### config.mk
export PLATFORM = sky130hd
export DESIGN_NAME = regwrite_port_arbiter_flat
export DESIGN_NICKNAME = d
export VERILOG_FILES = /design/src/rtl/regwrite_port_arbiter_if.sv /design/src/rtl/regwrite_port_arbiter.sv /design/src/flat_wrapper.sv
export SDC_FILE = /design/constraint.sdc
export NUM_CORES = 1
export LEC_CHECK = 0
export ABC_AREA = 1
export ABC_CLOCK_PERIOD_IN_PS = 1310
export CORE_ASPECT_RATIO = 0.75
export CORE_MARGIN = 1
export CORE_UTILIZATION = 35
export DETAILED_ROUTE_END_ITERATION = 8
export HOLD_SLACK_MARGIN = 0.08
export PLACE_DENSITY = 0.8
export SKIP_LAST_GASP = 1
export SLEW_MARGIN = 30
export SYNTH_ARGS = -nofsm -noshare
export SYNTH_HDL_FRONTEND = slang
export SYNTH_SLANG_ARGS = --single-unit
export TNS_END_PERCENT = 1
### constraint.sdc
create_clock -name clk -period 1.31 [get_ports clk]
set_clock_uncertainty 0.2 [all_clocks]
set_input_delay 0.262 -clock clk [delete_from_list [all_inputs] [get_ports clk]]
set_output_delay 0.262 -clock clk [all_outputs]
set_load 0.005 [all_outputs]
### src/rtl/regwrite_port_arbiter_if.sv
// Register-file write port bundle: the A and B requester handshakes plus the
// registered write port (enable/address/data/mux select) driven by the arbiter.
interface regwrite_port_arbiter_if #(
  parameter int DATA_W = 32,
  parameter int ADDR_W = 5
);
  logic              reqa_valid;
  logic [ADDR_W-1:0] reqa_addr;
  logic [DATA_W-1:0] reqa_data;
  logic              reqa_last;
  logic              reqa_ready;

  logic              reqb_valid;
  logic [ADDR_W-1:0] reqb_addr;
  logic [DATA_W-1:0] reqb_data;
  logic              reqb_last;
  logic              reqb_ready;

  logic              sel;
  logic              wr_en;
  logic [ADDR_W-1:0] wr_addr;
  logic [DATA_W-1:0] wr_data;
  logic              busy;

  // The arbiter side: consumes both request channels, drives the write port.
  modport slave (
    input  reqa_valid, reqa_addr, reqa_data, reqa_last,
    input  reqb_valid, reqb_addr, reqb_data, reqb_last,
    output reqa_ready, reqb_ready,
    output sel, wr_en, wr_addr, wr_data, busy
  );

  modport master (
    output reqa_valid, reqa_addr, reqa_data, reqa_last,
    output reqb_valid, reqb_addr, reqb_data, reqb_last,
    input  reqa_ready, reqb_ready,
    input  sel, wr_en, wr_addr, wr_data, busy
  );
endinterface

### src/rtl/regwrite_port_arbiter.sv
// Round-robin burst arbiter sharing the register file write port between the
// matrix-multiply accumulate unit (A) and the load/ALU writeback path (B).
module regwrite_port_arbiter #(
  parameter int DATA_W    = 32,
  parameter int ADDR_W    = 5,
  parameter int MAX_BURST = 4
) (
  input logic                    clk,
  input logic                    rst_n,
  regwrite_port_arbiter_if.slave bus
);
  localparam int               CNT_W   = $clog2(MAX_BURST) + 1;
  localparam logic [CNT_W-1:0] CNT_MAX = CNT_W'(MAX_BURST);

  typedef enum logic [1:0] {
    IDLE  = 2'd0,
    OWN_A = 2'd1,
    OWN_B = 2'd2
  } state_t;

  state_t            state;
  state_t            state_next;
  logic              last_b;
  logic [CNT_W-1:0]  beat_cnt;
  logic [CNT_W-1:0]  beat_cnt_inc;
  logic              xfer_a;
  logic              xfer_b;
  logic              xfer;
  logic              xfer_last;
  logic              burst_end;
  logic [ADDR_W-1:0] xfer_addr;
  logic [DATA_W-1:0] xfer_data;

  // Ready is decoded from state alone, so a beat moves whenever the owner is valid.
  assign xfer_a       = (state == OWN_A) && bus.reqa_valid;
  assign xfer_b       = (state == OWN_B) && bus.reqb_valid;
  assign xfer         = xfer_a || xfer_b;
  assign xfer_last    = xfer_a ? bus.reqa_last : bus.reqb_last;
  assign xfer_addr    = xfer_a ? bus.reqa_addr : bus.reqb_addr;
  assign xfer_data    = xfer_a ? bus.reqa_data : bus.reqb_data;
  assign beat_cnt_inc = beat_cnt + CNT_W'(1);
  assign burst_end    = xfer && (xfer_last || (beat_cnt_inc == CNT_MAX));

  always_ff @(posedge clk or negedge rst_n) begin
    if (!rst_n) begin
      state <= IDLE;
    end else begin
      state <= state_next;
    end
  end

  // Hand-off goes straight to the other requester when it is waiting, so the
  // write port never sees a bubble between grants.
  always_comb begin
    state_next = state;
    case (state)
      IDLE: begin
        if (bus.reqa_valid && (!bus.reqb_valid || last_b)) begin
          state_next = OWN_A;
        end else if (bus.reqb_valid) begin
          state_next = OWN_B;
        end
      end
      OWN_A: begin
        if (burst_end) begin
          state_next = bus.reqb_valid ? OWN_B : IDLE;
        end
      end
      OWN_B: begin
        if (burst_end) begin
          state_next = bus.reqa_valid ? OWN_A : IDLE;
        end
      end
      default: state_next = IDLE;
    endcase
  end

  always_comb begin
    bus.reqa_ready = (state == OWN_A);
    bus.reqb_ready = (state == OWN_B);
    bus.busy       = (state != IDLE);
  end

  // The beat count only moves on a transfer and is cleared at every burst end,
  // which is also the only way to leave a grant, so it never wraps.
  always_ff @(posedge clk or negedge rst_n) begin
    if (!rst_n) begin
      beat_cnt <= '0;
      last_b   <= 1'b1;
    end else if (burst_end) begin
      beat_cnt <= '0;
      last_b   <= xfer_b;
    end else if (xfer) begin
      beat_cnt <= beat_cnt_inc;
    end
  end

  // Register-0 writes complete the handshake but never assert the enable.
  always_ff @(posedge clk or negedge rst_n) begin
    if (!rst_n) begin
      bus.wr_en   <= 1'b0;
      bus.wr_addr <= '0;
      bus.wr_data <= '0;
      bus.sel     <= 1'b0;
    end else if (xfer) begin
      bus.wr_en   <= (xfer_addr != '0);
      bus.wr_addr <= xfer_addr;
      bus.wr_data <= xfer_data;
      bus.sel     <= xfer_a;
    end else begin
      bus.wr_en   <= 1'b0;
    end
  end
endmodule

### src/flat_wrapper.sv
// flat-port wrapper written by rule: the top's interface ports become plain ports
module regwrite_port_arbiter_flat 
#(
  parameter int DATA_W    = 32,
  parameter int ADDR_W    = 5,
  parameter int MAX_BURST = 4
)
  (clk, rst_n, bus_reqa_valid, bus_reqa_addr, bus_reqa_data, bus_reqa_last, bus_reqb_valid, bus_reqb_addr, bus_reqb_data, bus_reqb_last, bus_reqa_ready, bus_reqb_ready, bus_sel, bus_wr_en, bus_wr_addr, bus_wr_data, bus_busy);
  regwrite_port_arbiter_if #(.DATA_W(DATA_W), .ADDR_W(ADDR_W)) bus_i ();
  input logic clk;
  input logic rst_n;
  input wire logic [$bits(bus_i.reqa_valid)-1:0] bus_reqa_valid;
  input wire logic [$bits(bus_i.reqa_addr)-1:0] bus_reqa_addr;
  input wire logic [$bits(bus_i.reqa_data)-1:0] bus_reqa_data;
  input wire logic [$bits(bus_i.reqa_last)-1:0] bus_reqa_last;
  input wire logic [$bits(bus_i.reqb_valid)-1:0] bus_reqb_valid;
  input wire logic [$bits(bus_i.reqb_addr)-1:0] bus_reqb_addr;
  input wire logic [$bits(bus_i.reqb_data)-1:0] bus_reqb_data;
  input wire logic [$bits(bus_i.reqb_last)-1:0] bus_reqb_last;
  output wire logic [$bits(bus_i.reqa_ready)-1:0] bus_reqa_ready;
  output wire logic [$bits(bus_i.reqb_ready)-1:0] bus_reqb_ready;
  output wire logic [$bits(bus_i.sel)-1:0] bus_sel;
  output wire logic [$bits(bus_i.wr_en)-1:0] bus_wr_en;
  output wire logic [$bits(bus_i.wr_addr)-1:0] bus_wr_addr;
  output wire logic [$bits(bus_i.wr_data)-1:0] bus_wr_data;
  output wire logic [$bits(bus_i.busy)-1:0] bus_busy;
  assign bus_i.reqa_valid = bus_reqa_valid;
  assign bus_i.reqa_addr = bus_reqa_addr;
  assign bus_i.reqa_data = bus_reqa_data;
  assign bus_i.reqa_last = bus_reqa_last;
  assign bus_i.reqb_valid = bus_reqb_valid;
  assign bus_i.reqb_addr = bus_reqb_addr;
  assign bus_i.reqb_data = bus_reqb_data;
  assign bus_i.reqb_last = bus_reqb_last;
  assign bus_reqa_ready = bus_i.reqa_ready;
  assign bus_reqb_ready = bus_i.reqb_ready;
  assign bus_sel = bus_i.sel;
  assign bus_wr_en = bus_i.wr_en;
  assign bus_wr_addr = bus_i.wr_addr;
  assign bus_wr_data = bus_i.wr_data;
  assign bus_busy = bus_i.busy;
  regwrite_port_arbiter #(.DATA_W(DATA_W), .ADDR_W(ADDR_W), .MAX_BURST(MAX_BURST)) u_core (.clk(clk), .rst_n(rst_n), .bus(bus_i));
endmodule
==> impl_metrics.py, run 1 <==
metrics = {
    "status": {
        "outcome": "finished with violations",
        "failed_checks": "setup timing",
    },
    "die": {
        "die_h_um": 70.3,
        "design.die.area_um2": 6550,
        "io-pin-count": 122,
        "placeableCoreArea_um2": 5920,
        "die_w_um": 93.1,
        "initial_utilization": 0.368,
        "num_rows": 24,
    },
    "global_route": {
        "pin_count_of_the_biggest_net_entering_global_routing": 34,
        "groute.usage.overall": 0.203,
        "grt_pass1_vias": 2202,
        "wire_length_of_the_first_global_routing_pass_mm": 10.3,
        "initial_antenna_violation_count": 0,
        "grt_remaining_overflow": 0,
    },
    "setup_path": {
        "timing.critical_path.fanout_max": 8,
        "endpoint_kind": "flip-flop",
        "setup.worst_path.class": "reg -> reg",
        "worst-endpoint-required_ns": 1.28,
        "critPathLaunchType": "flip-flop",
        "worstPathArrival_ns": 1.65,
    },
    "timing": {
        "timing.max_slew.rel_slack": 0.832,
        "timing_max_transition_violations_final": 0,
        "final.period_utilization": 1.28,
        "finalWorstSetupSlack_ns": -0.367,
        "fmax_ghz": 0.596,
        "report.final.hold_viol_count": 0,
        "report.final.setup_viol": 87,
        "tightest_slew_ns": 0.249,
        "grt_setup_unrepaired": "yes",
        "finalCriticalPeriod_ns": 1.68,
        "hold-worst-slack_ns": 0.168,
    },
    "detailed_routing": {
        "drtAntennaViolNets": 0,
        "wl_per_cell_um": 13.3,
        "detailedRoute.firstPassIterationCount": 4,
        "postRouteWirelength_mm": 6.62,
        "initialDrtViolationCount": 78,
        "routed-via-count": 2377,
        "post_drt_via_cell_ratio": 4.76,
        "remaining_drc_errors": 0,
    },
    "cts": {
        "clkSlewWorstSetupHoldPaths_ns": 0.08,
        "tritoncts": "yes",
        "clock_insertion_delay_worst_skew_ns": 0.29,
        "cts_root_buffer": "sky130_fd_sc_hd__clkbuf_8",
        "cts_max_path_buffers": 2,
        "clock-sinks": 45,
        "tritoncts.num_buffers": 5,
        "htreeDepth": 2,
    },
    "logic_synthesis": {
        "synth_top_cells_by_area": "sky130_fd_sc_hd__dfrtp_1 51%, sky130_fd_sc_hd__nand2_1 14%, sky130_fd_sc_hd__a31oi_1 6.6%",
        "synthesis.nets": 351,
        "number_of_flip_flops_and_latches_in_the_synthesized_netlist": 45,
        "synth_cell_type_count": 24,
        "area_fraction_of_the_dominant_cell_type_after_synthesis": 0.505,
        "synth_sequential_area_ratio": 0.518,
        "ys.warnings.count": 0,
        "syn_area_um2": 2180,
        "cell_type_with_the_largest_total_area_after_synthesis": "sky130_fd_sc_hd__dfrtp_1",
        "syn_avg_cell_area_um2": 8.10,
        "post_synth_inst_count": 269,
    },
    "placement": {
        "port-buffer-count": 121,
        "place_congestion": 0.789,
        "dp_hpwl_mm": 4.70,
        "dpl_worst_slack_ns": -0.559,
    },
    "finish": {
        "layout.cells.most_common": "sky130_fd_sc_hd__clkdlybuf4s50_1",
        "drive_above_1_share": 0.169,
        "layout.cells.most_common_list": "96 x sky130_fd_sc_hd__clkdlybuf4s50_1, 75 x sky130_fd_sc_hd__nand2_1, 43 x sky130_fd_sc_hd__dfrtp_1, 34 x sky130_fd_sc_hd__nor2_1, 25 x sky130_fd_sc_hd__buf_4",
        "antenna_cells_inserted": 0,
        "syn_to_final_growth_pct": 80.5,
        "final_core_util": 0.665,
        "num-nets-final": 502,
    },
    "flow_run": {
        "drv_cap": 0,
    },
    "min_path": {
        "min_path_type": "in -> async",
    },
    "power_and_ir_drop": {
        "cellLeakagePower_uw": 0.00175,
        "power.density_nw_per_um2": 1930,
        "worst_ir_drop_vdd_mv": 0.891,
    },
}
==> path summary, 6_finish.rpt <==
| check | from | to | slack [ns] | cells past startpoint |
|---|---|---|---|---|
| setup / recovery | u_core.state[0] | u_core.bus.wr_en | -0.37 | 9 |
| hold / removal | rst_n | u_core.state[1] | 0.17 | 2 |
| setup reg to reg | u_core.state[0] | u_core.bus.wr_en | -0.37 | 9 |
| hold reg to reg | u_core.bus.sel | u_core.bus.sel | 0.29 | 2 |
| max in group asynchronous | rst_n | u_core.bus.wr_data[25] | 0.33 | 3 |
| min in group clk | u_core.bus.sel | u_core.bus.sel | 0.29 | 2 |
==> cell type report <==
cell class,instances,area (µm²)
Tap cell,78,97.6
Multi-Input combinational cell,195,987
Sequential cell,45,1130
Clock buffer,7,86.3
Timing Repair Buffer,158,1540
Fill cell,499,1980
Inverter,15,58.8
Clock inverter,1,30.0
==> worst max-delay path, cell delays in order (launching register included) <==
cell                      delay [ns]
sky130_fd_sc_hd__dfrtp_2        0.42
sky130_fd_sc_hd__buf_6          0.13
sky130_fd_sc_hd__buf_6          0.12
sky130_fd_sc_hd__nand3_4        0.17
sky130_fd_sc_hd__buf_12         0.17
sky130_fd_sc_hd__nand2_4        0.05
sky130_fd_sc_hd__o21ai_2        0.06
sky130_fd_sc_hd__nand3_1        0.09
sky130_fd_sc_hd__nor2_1         0.09
sky130_fd_sc_hd__nor2_1         0.05
==> stage by stage <==
step | power (µW) | cell area [µm²] | TNS (ns) | cells
2_1_floorplan | 4200 | 2200 | -3.71 | 269
3_3_place_gp | 6260 | 3640 | -21.33 | 478
3_5_place_dp | 6380 | 3640 | -23.42 | 478
4_1_cts | 7490 | 3850 | -19.80 | 499
5_1_grt | 8180 | 3930 | -26.08 | 499
6_report | 7570 | 3930 | -21.22 | 499
==> repair_timing <==
item | CTS | global route
setup buffers | 11 | 0
pin swaps | 2 | 6
endpoints found under the setup margin | 87 | 87
gates cloned | 1 | 0
resized for setup | 39 | 22
hold buffers | 1 | 0
hold endpoints to repair | 45 | 0
==> where the power goes <==
part           internal (µW)  switching, µW
sequential              2100            358
combinational           2220           1830
clock                    622            439
total                   4950           2630
==> cells in the mapped netlist (all sizes together) <==
cell type / number
nand4: 1
inv: 15
a21oi: 9
o21ai: 24
dfrtp: 44
or2: 1
nand2: 84
buf: 14
nand3: 14
ha: 2
dfstp: 1
a31oi: 23
clkbuf: 1
o22ai: 1
nor2: 35
==> registers in the layout (all words and copies together), names as in the netlist <==
name                flops
u_core.beat_cnt         3
u_core.bus.sel          1
u_core.bus.wr_addr      5
u_core.bus.wr_data     32
u_core.bus.wr_en        1
u_core.last_b           1
u_core.state            2
==> routing by layer <==
metal	routed length, µm	up-vias	track usage
li1	-	1192	-
met1	2860	1091	0.266
met2	3210	92	0.335
met3	526	2	0.0588
met4	19	0	0.0410
met5	0	-	0
==> cells by family after synthesis <==
group / after synthesis / share of synthesized area
buffers and inverters: 30 / 0.0706
DFF: 45 / 0.518
adders and majority gates: 2 / 0.0115
AOI/OAI and AO/OA: 57 / 0.145
and+or+nand+nor: 135 / 0.256
(Power assumes the default switching activity.)
==> run 2, diff against run 1 <==
--- a/config.mk
+++ b/config.mk
@@ -13,6 +13,7 @@
 export DETAILED_ROUTE_END_ITERATION = 8
 export HOLD_SLACK_MARGIN = 0.08
 export PLACE_DENSITY = 0.8
+export REMOVE_ABC_BUFFERS = 1
 export SKIP_LAST_GASP = 1
 export SLEW_MARGIN = 30
 export SYNTH_ARGS = -nofsm -noshare
==> impl_metrics.py, run 2 (synthesis results as in run 1) <==
metrics = {
    "timing": {
        "grt_setup_unrepaired": "yes",
        "report.final.setup_viol": 87,
        "timing.max_slew.rel_slack": 0.787,
        "final.period_utilization": 1.27,
        "tightest_slew_ns": 0.319,
        "timing_max_transition_violations_final": 0,
        "fmax_ghz": 0.603,
        "setup-tns-final_ns": -23.04,
        "finalCriticalPeriod_ns": 1.66,
        "finalWorstSetupSlack_ns": -0.350,
        "report.final.hold_viol_count": 0,
    },
    "placement": {
        "place_congestion": 0.812,
        "port-buffer-count": 121,
        "dp_hpwl_mm": 4.81,
        "post_dp_cell_area_um2": 3580,
    },
    "cts": {
        "clock-sinks": 45,
        "cts_root_buffer": "sky130_fd_sc_hd__clkbuf_8",
        "clock_insertion_delay_worst_skew_ns": 0.29,
        "htreeDepth": 2,
        "tritoncts.num_buffers": 5,
        "tritoncts": "yes",
        "cts_max_path_buffers": 2,
        "clkSlewWorstSetupHoldPaths_ns": 0.09,
    },
    "setup_path": {
        "setup.worst_path.class": "reg -> reg",
        "worst-r2r-setup-slack_ns": -0.35,
        "endpoint_kind": "flip-flop",
        "r2r_end": "u_core.bus.wr_en",
        "worst-endpoint-required_ns": 1.29,
        "timing.critical_path.fanout_max": 7,
        "worstRegToRegCells": 9,
        "worstPathArrival_ns": 1.64,
        "critPathLaunchType": "flip-flop",
        "crit-reg2reg-launch": "u_core.state[0]",
    },
    "power_and_ir_drop": {
        "worst_ir_drop_vdd_mv": 1.02,
        "cellLeakagePower_uw": 0.00180,
        "power.density_nw_per_um2": 2010,
    },
    "finish": {
        "layout.cells.most_common_list": "103 x sky130_fd_sc_hd__clkdlybuf4s50_1, 78 x sky130_fd_sc_hd__nand2_1, 43 x sky130_fd_sc_hd__dfrtp_1, 32 x sky130_fd_sc_hd__nor2_1",
        "multi_input_comb_area_um2": 992,
        "layout.cells.most_common": "sky130_fd_sc_hd__clkdlybuf4s50_1",
        "num-nets-final": 505,
        "fillers": 493,
        "largestRegisters": "u_core.bus.wr_data: 32 flops, u_core.bus.wr_addr: 5 flops, u_core.beat_cnt: 3 flops",
        "antenna_cells_inserted": 0,
        "regMostFlops": "u_core.bus.wr_data",
        "largest_register_ff_count": 32,
        "drive_above_1_share": 0.182,
        "seqCellArea_um2": 1130,
        "syn_to_final_growth_pct": 86.4,
        "finalInstanceArea_um2": 4060,
    },
    "detailed_routing": {
        "remaining_drc_errors": 0,
        "initialDrtViolationCount": 119,
        "detailedRoute.firstPassIterationCount": 4,
        "drtAntennaViolNets": 0,
        "postRouteWirelength_mm": 7.56,
        "wl_per_cell_um": 15.1,
        "post_drt_via_cell_ratio": 4.87,
        "routed-via-count": 2446,
    },
    "global_route": {
        "grt_remaining_overflow": 0,
        "grt_pass1_vias": 2549,
        "groute.usage.overall": 0.236,
        "initial_antenna_violation_count": 0,
        "wire_length_of_the_first_global_routing_pass_mm": 12.1,
        "pin_count_of_the_biggest_net_entering_global_routing": 24,
    },
    "die": {
        "io-pin-count": 122,
        "placeableCoreArea_um2": 5920,
        "die_h_um": 70.3,
        "die_w_um": 93.1,
        "num_rows": 24,
        "initial_utilization": 0.368,
        "design.die.area_um2": 6550,
    },
    "min_path": {
        "min_path_type": "in -> async",
    },
    "status": {
        "failed_checks": "setup timing",
        "outcome": "finished with violations",
    },
    "flow_run": {
        "drv_cap": 0,
    },
}
==> run 2: cell types whose count changed in the layout (fill, tap and decap cells not counted), sizes merged <==
cell	before	now
buf	38	42
bufbuf	0	1
bufinv	1	0
clkdlybuf4s15	2	1
clkdlybuf4s50	96	103
clkinv	0	1
dlygate4sd2	21	14
nand3	15	14
==> run 2: through the flow <==
stage	std cells	util	power (µW)	setup slack, ns	hold slack (ns)
after CTS	502	0.681	8060	-0.320	0.294
final	502	0.687	8170	-0.350	0.281
after global placement	473	0.606	6240	-0.525	0.0693
after detailed placement	473	0.606	6390	-0.594	0.0691
after global routing	502	0.687	8740	-0.426	0.326
after floorplan	254	-	3980	-0.603	-0.234
==> run 2: layer usage <==
metal	GRT usage	up-vias	routed length, µm
met5	0	-	0
met3	0.0588	6	518
met1	0.295	1159	3210
met2	0.408	88	3770
met4	0.0598	0	59
li1	-	1193	-
==> run 2: timing repair <==
action	in CTS	in global routing
hold endpoints to repair	45	0
pin swaps	6	2
resized for setup	57	9
setup endpoints to repair	87	87
cloned	5	0
buffers inserted	16	0
hold buffers	1	0
==> run 2: critical path, stage by stage, from the launching register on <==
cell and delay, ns:
sky130_fd_sc_hd__dfrtp_2 0.43, sky130_fd_sc_hd__buf_6 0.13, sky130_fd_sc_hd__nand3_4 0.10, sky130_fd_sc_hd__buf_12 0.15
sky130_fd_sc_hd__buf_6 0.14, sky130_fd_sc_hd__nand2_1 0.08, sky130_fd_sc_hd__o21ai_2 0.07, sky130_fd_sc_hd__nand3_1 0.09
sky130_fd_sc_hd__nor2_1 0.10, sky130_fd_sc_hd__nor2_1 0.04
==> run 2: worst max path at each step <==
stage | endpoint | depth (start not counted) | slack [ns] | startpoint
after detailed placement | u_core.bus.wr_en | 7 | -0.59 | bus_reqa_valid
after global routing | u_core.state[1] | 10 | -0.43 | u_core.state[1]
after global placement | u_core.bus.wr_en | 7 | -0.52 | bus_reqa_valid
after CTS | u_core.bus.wr_data[1] | 9 | -0.32 | u_core.state[1]
final | u_core.bus.wr_en | 9 | -0.35 | u_core.state[0]
after floorplan | u_core.last_b | 7 | -0.60 | u_core.state[1]
==> run 2: layout make-up <==
| type | count | area share |
|---|---|---|
| tap | 78 | 0.0240 |
| sequential | 45 | 0.278 |
| inverter | 15 | 0.0157 |
| clock inverter | 1 | 0.00123 |
| multi-input combinational | 194 | 0.244 |
| timing repair buffer | 162 | 0.413 |
| clock buffer | 7 | 0.0237 |
==> run 2: power breakdown <==
part	switching (µW)	internal [µW]
logic	2060	2670
clock network	482	478
registers	372	2100
